**src/rtl/muxes_tx_pkg.sv**
```systemverilog
// Shared constants for the transmit 4:1 byte mux and its receive-side counterpart.
// Latency: n/a (constants and types only).
// Backpressure: n/a.
package muxes_tx_pkg;

  // Number of lanes folded onto the serial stream and the slot-counter width.
  localparam int LANES   = 4;
  localparam int PHASE_W = 2;

  // Default comma/idle character placed in invalid slots when idle fill is on.
  localparam logic [7:0] IDLE_BYTE_DEF = 8'hBC;

  typedef logic [PHASE_W-1:0] phase_t;

endpackage

```
**src/rtl/muxes_tx_lane_hold.sv**
```systemverilog
// One lane's holding register (data + valid), loaded once per frame.
// Latency: 1 cycle from cap_en edge to q/q_vld.
// Backpressure: none; loads whenever cap_en is high.
module mux_lane_hold #(
  parameter int DATA_W = 8
) (
  input  logic              clk_4f,
  input  logic              reset,
  input  logic              cap_en,
  input  logic [DATA_W-1:0] d,
  input  logic              d_vld,
  output logic [DATA_W-1:0] q,
  output logic              q_vld
);

  // Capture lane byte and valid on the frame capture edge; sync clear on reset.
  always_ff @(posedge clk_4f) begin
    if (reset) begin
      q     <= '0;
      q_vld <= 1'b0;
    end else if (cap_en) begin
      q     <= d;
      q_vld <= d_vld;
    end
  end

endmodule

```
**src/rtl/muxes_tx.sv**
```systemverilog
// Transmit 4:1 byte mux: captures four lanes at phase 3, serialises lane 0..3 at 4x rate.
// Latency: lane k appears on Salida k+1 cycles after the capture edge.
// Backpressure: none; one slot is emitted every cycle unconditionally.
// Build option: define MUXES_TX_IDLE_FILL_EN to send IDLE_BYTE in invalid slots (else 8'h00).
module muxes_tx
  import muxes_tx_pkg::*;
#(
  parameter int              DATA_W    = 8,
  parameter logic [DATA_W-1:0] IDLE_BYTE = IDLE_BYTE_DEF
) (
  input  logic               clk_4f,
  input  logic               reset,
  input  logic [DATA_W-1:0]  Entrada0,
  input  logic [DATA_W-1:0]  Entrada1,
  input  logic [DATA_W-1:0]  Entrada2,
  input  logic [DATA_W-1:0]  Entrada3,
  input  logic               validEntrada0,
  input  logic               validEntrada1,
  input  logic               validEntrada2,
  input  logic               validEntrada3,
  output logic [DATA_W-1:0]  Salida,
  output logic               validSalida,
  output logic               frame_start,
  output logic [PHASE_W-1:0] phase
);

`ifdef MUXES_TX_IDLE_FILL_EN
  localparam logic FILL_EN = 1'b1;
`else
  localparam logic FILL_EN = 1'b0;
`endif

  // Byte driven in slots whose lane was captured invalid.
  localparam logic [DATA_W-1:0] FILL_BYTE = FILL_EN ? IDLE_BYTE : '0;

  logic [DATA_W-1:0] lane_dat [LANES];
  logic [LANES-1:0]  lane_vld;
  logic [DATA_W-1:0] hold     [LANES];
  logic [LANES-1:0]  hvld;
  logic              cap_en;
  logic [DATA_W-1:0] slot_dat;

  assign lane_dat[0] = Entrada0;
  assign lane_dat[1] = Entrada1;
  assign lane_dat[2] = Entrada2;
  assign lane_dat[3] = Entrada3;
  assign lane_vld    = {validEntrada3, validEntrada2, validEntrada1, validEntrada0};

  // Upstream aligns its frame to the last slot, so the new frame loads while
  // lane 3 of the previous frame is leaving.
  assign cap_en = (phase == PHASE_W'(LANES - 1));

  for (genvar k = 0; k < LANES; k++) begin : g_lane
    mux_lane_hold #(.DATA_W(DATA_W)) u_hold (
      .clk_4f (clk_4f),
      .reset  (reset),
      .cap_en (cap_en),
      .d      (lane_dat[k]),
      .d_vld  (lane_vld[k]),
      .q      (hold[k]),
      .q_vld  (hvld[k])
    );
  end

  // Select the current slot's byte, substituting the fill byte for invalid lanes.
  always_comb begin
    slot_dat = FILL_BYTE;
    if (hvld[phase]) begin
      slot_dat = hold[phase];
    end
  end

  // Phase counter and registered serial output; holding registers are read
  // before this edge's capture takes effect.
  always_ff @(posedge clk_4f) begin
    if (reset) begin
      phase       <= '0;
      Salida      <= '0;
      validSalida <= 1'b0;
      frame_start <= 1'b0;
    end else begin
      phase       <= phase + PHASE_W'(1);
      Salida      <= slot_dat;
      validSalida <= hvld[phase];
      frame_start <= (phase == '0);
    end
  end

endmodule

```
**config.mk**
```make
export PLATFORM = sky130hd
export DESIGN_NAME = muxes_tx
export DESIGN_NICKNAME = d
export VERILOG_FILES = /design/src/rtl/muxes_tx_pkg.sv /design/src/rtl/muxes_tx_lane_hold.sv /design/src/rtl/muxes_tx.sv
export SDC_FILE = /design/constraint.sdc
export NUM_CORES = 1
export LEC_CHECK = 0
export CAP_MARGIN = 20
export CORE_MARGIN = 3
export CORE_UTILIZATION = 25
export CTS_BUF_LIST = sky130_fd_sc_hd__clkbuf_8
export CTS_CLUSTER_DIAMETER = 200
export DETAILED_ROUTE_END_ITERATION = 16
export SYNTH_ARGS = -nofsm -noshare
export SYNTH_HDL_FRONTEND = slang
export SYNTH_SLANG_ARGS = --single-unit
```
**constraint.sdc**
```tcl
create_clock -name clk_4f -period 3.03 [get_ports clk_4f]
set_clock_uncertainty 0.2 [all_clocks]
set_input_delay 0.7575 -clock clk_4f [delete_from_list [all_inputs] [get_ports clk_4f]]
set_output_delay 0.7575 -clock clk_4f [all_outputs]
set_load 0.005 [all_outputs]
```
Yosys cells after proc, flatten, opt, wreduce, memory -nomap -nowiden --
Index checks and enable logic that the tools add are counted.
Word-level totals: word-level logic and storage cells 25, flip-flop bits (word level) 48, output and inout port bits 12, input bits 38
Operators by class: bitwise logic cells 2, $lt $le $gt $ge 2, mux-type cells 5, add/sub/neg operators 1, reduce and logical (&&, ||, !) cells 2, equality and inequality tests 1
Operator list (number):
- $bmux 8 s2 | 1
- $mux 8 | 2
- $ge 3x3->1 const B | 1
- $lt 2x3->1 const B | 1
- $not 2->3 | 1
- $add 2x1->2 const B | 1
- $bmux 1 s2 | 1
- $eq 2x2->1 const B | 1
- $logic_not 2->1 | 1
- $reduce_or 2->1 | 1
- $mux 1 | 1
- $not 1->1 | 1

Depth between registers and ports, before layout --
word-level depth 4, gate-level depth with buffers 5, mapped depth without buffers 3

Hierarchy --
Synthesis repeated with hierarchy kept, for this count alone.
Unflattened totals: cells, all modules 158, area total of the unflattened synthesis 1875.5 um2
By module, submodules not included:
- mux_lane_hold | times used 4, cells each 29, area each 319.1 um2, sequential area each 180.2 um2
- muxes_tx | times used 1, cells each 42, area each 599.3 um2, sequential area each 240.2 um2

Worst setup path before layout --
OpenSTA, ideal clock, no wires.
path type input -> register, start input reset, end register g_lane[0].u_hold.q[0], path slack 1.444 ns, buffers on the path 2, required time 2.702 ns, data arrival time 1.258 ns, cell stages on the path 3, library setup time 0.128 ns, cells stage by stage buf_2 > clkbuf_1 > nor2_1
RTL lines:
- start: declaration | RTL line muxes_tx.sv:12 | input logic reset,
- end signal: assignment | RTL line muxes_tx_lane_hold.sv:19 | q <= '0;
- end signal: assignment | RTL line muxes_tx_lane_hold.sv:22 | q <= d;
- end: declaration | RTL line muxes_tx_lane_hold.sv:12 | output logic [DATA_W-1:0] q,
No word-level cell between the ends.

Worst setup path after layout --
start register phase[1], end output phase[1]
RTL lines:
- start: declaration | RTL line muxes_tx.sv:24 | output logic [PHASE_W-1:0] phase
- start signal: assignment | RTL line muxes_tx.sv:82 | phase <= phase + PHASE_W'(1);
No word-level cell between the ends.

==> metrics.txt <==
Yosys Warn Count=0; Routed Antenna Nets=0; Sink Count=48; Crit Path Class=flop to output port; GPL Wtd Cong=0.694; Synth cell types=15; final WL=4050 µm; vias in the first global route=~1300; crit path cell chain=clkdlybuf4s50_1; Final Worst Setup Slack=just over 0.8 ns; crit path max fanout=4; main combinational cell family by area after synthesis=multiplexers; max-slew violations=0; Synth Area in XOR/XNOR=0; H-tree depth=2; Net count, final=249; Layout fillers=763; Syn Inst Count=about 160; Starting Density=0.259; Longest Clk Path Bufs=2; Power Total=1.22 mW; synth top area cells=dfxtp_1 (51%), mux2i_1 (19%), mux4_1 (9.8%); Post-Synth Simple-Gate Area=0.110; slew margin rel.=0.703; TritonCTS clock tree=built; Die Area=8620 µm²; Final Util=0.354; Synth top area share=0.510; syn_area_per_cell=11.9 µm²; pwr/cell area=roughly 470 nW/µm²; register area share after synthesis=0.510; Worst-path clk slew=0.09 ns; Overflow after GRT=0; Overall Global Routing Usage=0.102; RSZ-0062 raised after global routing=false; syn nets=roughly 200; Area Growth Syn to Fin=37.0%; initial antenna violation count=0; Compound-Gate Fraction of Synth Area=0.0113; drt drc=0; Post-Syn Area=about 1900 µm²; routed len/inst=approximately 13 µm; leak pwr=0.956 nW; pre-CTS setup slack=0.734 ns; boundary pin count=50; Setup Fix Bufs, Post-CTS=0; sum of negative setup slack=0 ns; crit path DAT=1.24 ns; outcome=finished clean; die span in x=between 90 and 100 µm; post-DP HPWL=2880 µm; # Max-Cap Violations=0; TritonCTS Buffers=5; CTS hold repair buffers=0; first-pass GRT wire length=6800 µm; CP max stage delay=0.53 ns; CP Capture Type=output port; Area after DPL=2490 µm²; Vias/cell=4.06; Via Count=1256; final hold vios=0; crit path launch type=flop; # rows=31; Final setup viols=0; chip height=a little over 90 µm; actual slew at the worst max-slew pin=0.446 ns; DRT iter0 DRCs=44; Design Area, Final=2580 µm²; Core Footprint=7290 µm²; Post-Synth Adder-Cell Area=0.0133; final antenna diode count=0; maximum number of pins on one net before global-route repair=26; crit path time final=between 2 and 2.5 ns; First-pass DRT Iterations=4; fraction of layout cells with a size suffix above 1=0.0857; maximum vdd drop=about 0.19 mV; critical path's top delay family=buffers and inverters; CP max stage cell=clkdlybuf4s50_1; HP Class=flop to flop; cts repair resizes=0; Buf+Inv Stages, Crit Path=1; Final period util=0.726; Max Freq=455 MHz; number of port buffers=49; top cell type by total area after synthesis=dfxtp_1; Data required, critical path=2.07 ns; synthesized flop and latch total=48; post-synthesis mux area share=0.315; clock latency on the worst-skew pair=0.30 ns; root buffer cell=clkbuf_8
-- worst paths after layout --
check	startpoint	endpoint	slack (ns)	cells past startpoint
worst min register to register	g_lane[2].u_hold.q[0]$_SDFFE_PP0N_	g_lane[2].u_hold.q[0]$_SDFFE_PP0N_	0.29	2
worst max register to register	phase[0]$_SDFF_PP0_	g_lane[2].u_hold.q[0]$_SDFFE_PP0N_	1.13	5
worst min-delay path	g_lane[2].u_hold.q[0]$_SDFFE_PP0N_	g_lane[2].u_hold.q[0]$_SDFFE_PP0N_	0.29	2
worst max-delay path	phase[1]$_SDFF_PP0_	phase[1]	0.83	1
-- cells in the mapped netlist --
| cell type | instances |
|---|---|
| mux2_4 | 1 |
| buf_2 | 2 |
| mux4_2 | 1 |
| nor2b_1 | 11 |
| nor2_1 | 37 |
| clkbuf_1 | 3 |
| buf_6 | 2 |
| inv_1 | 3 |
| ha_1 | 2 |
| mux2i_1 | 36 |
| dfxtp_1 | 48 |
| a22oi_4 | 1 |
| buf_4 | 3 |
| mux4_1 | 7 |
| mux2_2 | 1 |
-- through the flow --
step | std cells | hold slack, ns
after global routing | 309 | 0.327
after global placement | 301 | 0.265
after detailed placement | 301 | 0.277
after CTS | 309 | 0.305
after floorplan | 158 | 0.251
final | 309 | 0.294
-- routing by layer --
layer / global-route usage / routed length [µm]
met5: 0 / 0
met2: 0.164 / 1770
met1: 0.130 / 1960
met4: 0.0330 / 36
met3: 0.0317 / 277
-- cells in the final DEF (no fill, tap or decap), drive strengths merged --
| master | instances |
|---|---|
| clkdlybuf4s50 | 49 |
| dfxtp | 48 |
| nor2 | 37 |
| mux2i | 36 |
| nor2b | 11 |
| mux4 | 8 |
| clkbuf | 6 |
| buf | 5 |
| inv | 4 |
| mux2 | 2 |
| ha | 2 |
| a22oi | 1 |
| clkinv | 1 |
-- registers in the layout, indices dropped and copies added, names as in the netlist --
name	count
phase	2
validSalida	1
g_lane.u_hold.q_vld	4
Salida	8
frame_start	1
g_lane.u_hold.q	32
-- cell families (layout without fill, tap and decap cells) --
kind of cell | after synthesis | count (layout)
muxes | 46 | 46
adders and majority gates | 2 | 2
AOI/OAI and AO/OA | 1 | 1
and+or+nand+nor | 48 | 48
buffers and inverters | 13 | 65
DFF | 48 | 48
-- power by group --
part | leakage [nW] | internal, mW | switching, mW
Combinational | 0.515 | 0.0954 | 0.0580
Sequential | 0.389 | 0.650 | 0.0103
Clock | 0.0516 | 0.187 | 0.218
-- cell type report --
cell class              instances  area, µm²  share of cell area
clock buffers                   6       82.6              0.0320
clock inverters                 2       13.8             0.00533
inverters                       3       11.3             0.00436
multi-input cells              97        850               0.329
flip-flops and latches         48        961               0.372
well taps                      99        124              0.0480
repair buffers                 54        541               0.209
(Power assumes the default switching activity.)
==> edit 1: new RTL, config.mk and constraints unchanged <==
`DATA_W` is set to 8 in 2 places; all go to 12.
--- a/src/rtl/muxes_tx_lane_hold.sv
+++ b/src/rtl/muxes_tx_lane_hold.sv
@@ -4,3 +4,3 @@
 module mux_lane_hold #(
-  parameter int DATA_W = 8
+  parameter int DATA_W = 12
 ) (
--- a/src/rtl/muxes_tx.sv
+++ b/src/rtl/muxes_tx.sv
@@ -7,3 +7,3 @@
 #(
-  parameter int              DATA_W    = 8,
+  parameter int              DATA_W    = 12,
   parameter logic [DATA_W-1:0] IDLE_BYTE = IDLE_BYTE_DEF
Interface: changed (5 resized); port bits go from 50 to 70. No check against the original RTL was run, so the function may have changed too.
==> edit 1 against the original RTL <==
Area after synthesis rose by 43%. Wire length rose by 44%. Power rose by 48%. Die area rose by 40%. Sequential cell count rose by 20. Setup slack got worse by 0.24 ns. Largest power group unchanged. Cell area rose by 42%.
==> edit 1: results <==
[placed_design]
place_inst = 419
dp_hpwl_um = 4086
io_buffer_count = 69

[detailed_routing]
wl_met1_um = 2521
met2_length_um = 2869
vias = 1797
viasPerCell = 4.141
drt_iter0_drc = 39
wl_um = 5823

[timing]
worst_hold_slack_ns = 0.2878

[clocking]
cts.sinks = 68
tritoncts.num_buffers = 9
insertion_delay_ns = 0.33
h-tree-depth = 3
clkTransAtPathRegs_ns = 0.07

[setup_path]
rr_endpoint = g_lane[2].u_hold.q[1]$_SDFFE_PP0N_
r2r_setup_slack_ns = 0.98
max_stage_delay_ns = 0.56
rr_startpoint = phase[1]$_SDFF_PP0_
worstPathArrival_ns = 1.49
worstPathMaxFanout = 18

[global_routing]
groute.layer.met1.usage_pct = 12.10
grt_pass1_vias = 1889
grt_pass1_wl_um = 9349
grt_util_met3_pct = 2.525
use_met2_pct = 16.90
grt_max_degree = 31
gr-usage-all-layers_pct = 10.22

[final_layout]
nClkBuffers = 11
final-nonclk-buf-share_pct = 20.02
fillCellCount = 1081
signal_buffers = 74
nets = 350
multi_input_area_share_pct = 33.20
top_regs = g_lane.u_hold.q (48), Salida (12), g_lane.u_hold.q_vld (4)
clk_share_pct = 4.801
drive_above_1_share_pct = 14.77
nonClockInverterCount = 3

[power_and_ir_drop]
ir_worst_vdd_v = 0.0001555
power.share.clock_pct = 36.3
combPwrFrac_pct = 12.1
switching_share_pct = 23.32

[synth]
ys_seq_area_share_pct = 50.42
syn_avg_cell_area_um2 = 11.95
synthAdderAreaFrac_pct = 0.9268
synth_cell_types = 18
yosys-top-cells-count = dfxtp_1 (68), nor2_1 (54), mux2i_1 (52)

[run_status]
status = finished clean

[min_path]
hold_end = g_lane[1].u_hold.q[6]$_SDFFE_PP0N_
hold_path.startpoint = g_lane[1].u_hold.q[6]$_SDFFE_PP0N_
==> edit 1: worst max-delay path: cells and delay by family (launching register included) <==
family | cells | cell delay (ns)
buffers and inverters | 2 | 0.84
DFF | 1 | 0.31
==> edit 1: worst max-delay path by stage <==
stage                     cells past startpoint                            endpoint           startpoint
after global routing                          2                            phase[0]  phase[0]$_SDFF_PP0_
after detailed placement                      2                            phase[0]  phase[0]$_SDFF_PP0_
after CTS                                     2                            phase[0]  phase[0]$_SDFF_PP0_
after global placement                        2                            phase[0]  phase[0]$_SDFF_PP0_
final                                         2                            phase[0]  phase[0]$_SDFF_PP0_
after floorplan                               3  g_lane[1].u_hold.q[0]$_SDFFE_PP0N_                reset
==> edit 1: stage by stage <==
step	cell area, um^2	worst slack [ns]	power [W]
detailed placement	3498	0.9177	0.001179
global placement	3498	0.9059	0.001174
global route	3675	0.5213	0.001899
CTS	3675	0.5368	0.001842
finish	3675	0.5856	0.001810
floorplan	2700	1.343	0.001076
==> edit 2: new RTL, same flow settings <==
Made on the original files. The output `Salida` loses its register stage (`Salida` becomes a continuous assignment). Comments in the files are not updated.
--- a/src/rtl/muxes_tx.sv
+++ b/src/rtl/muxes_tx.sv
@@ -77,3 +77,2 @@
       phase       <= '0;
-      Salida      <= '0;
       validSalida <= 1'b0;
@@ -82,3 +81,2 @@
       phase       <= phase + PHASE_W'(1);
-      Salida      <= slot_dat;
       validSalida <= hvld[phase];
@@ -88,2 +86,4 @@
 
+  assign Salida = slot_dat;
+
 endmodule
Check against the original RTL: not equivalent (Yosys sat finds a counterexample within 10 cycles, from zero or initial values and one cycle with reset high).
==> edit 2 against the original RTL <==
Setup slack got worse by 0.72 ns. Cell area down 8.0%. Wire length is 11% lower. Highest routed layer unchanged. Power is 13% lower. Area after synthesis shrank 10%. Clock power is 14% lower. Sequential cell count is 8 lower.
==> edit 2: results <==
[setup_path]
endpoint = Salida[2]
r2r_setup_slack_ns = 1.06
worstPathArrival_ns = 1.96
crit_slowest_cell = mux4_1

[synth]
syn_inst = 147
yosys-top-cells-count = dfxtp_1 (40), nor2_1 (37), mux2i_1 (36)
syn-num-nets = 187
ys_seq_area_share_pct = 47.30
synthMuxAreaShare_pct = 35.03
synth.area.top_cells = dfxtp_1 (47%), mux2i_1 (21%), mux4_1 (12%)

[clocking]
insertion_delay_ns = 0.28

[global_routing]
groute.layer.met1.usage_pct = 12.01
grt_pass1_wl_um = 5637
grt_pass1_vias = 1208
grt_max_degree = 41

[final_layout]
drive_above_1_share_pct = 8.458
top_regs = g_lane.u_hold.q (32), g_lane.u_hold.q_vld (4), phase (2)

[detailed_routing]
drt_iter0_drc = 27
viasPerCell = 4.277
wl_um = 3604
dr_wl_met3_um = 274

[placed_design]
pre_cts_ws_ns = 0.3557
place_inst = 270
finalWeightedCongestion = 0.6490

[timing]
period_share_pct = 96.43
max_slew.worst_pin.slew_ns = 0.4416

[run_status]
status = finished clean

[power_and_ir_drop]
ir_worst_vdd_v = 0.0002121

[min_path]
hold_end = g_lane[1].u_hold.q[7]$_SDFFE_PP0N_
edit 2: per-stage QoR:
stage                     instance area, um^2  hold WS, ns
after global placement                   2283       0.2640
after global routing                     2375       0.3150
final                                    2375       0.2873
after detailed placement                 2283       0.2719
after floorplan                          1693       0.2514
after CTS                                2374       0.2922
edit 2: layout make-up:
type                       instances  area, um^2
clock buffer                       6       82.58
tap                               77       96.34
timing repair buffer              56       543.0
inverter                           2       7.507
clock inverter                     2       7.507
sequential                        40       802.0
fill                             682        4084
multi-input combinational         95       835.8
edit 2: where the power goes:
part | leakage, nW | switching [W] | total (W) | internal, W
registers | 0.325 | 0.0000106 | 0.000556 | 0.000546
logic | 0.509 | 0.0000544 | 0.000149 | 0.0000949
clock network | 0.0538 | 0.000171 | 0.000350 | 0.000179
edit 2: timing repair:
action                                  4_1_cts  5_1_grt
endpoints found under the setup margin        0        7
buffers inserted                              0        0
hold buffers                                  0        0
resized for setup                             0        1
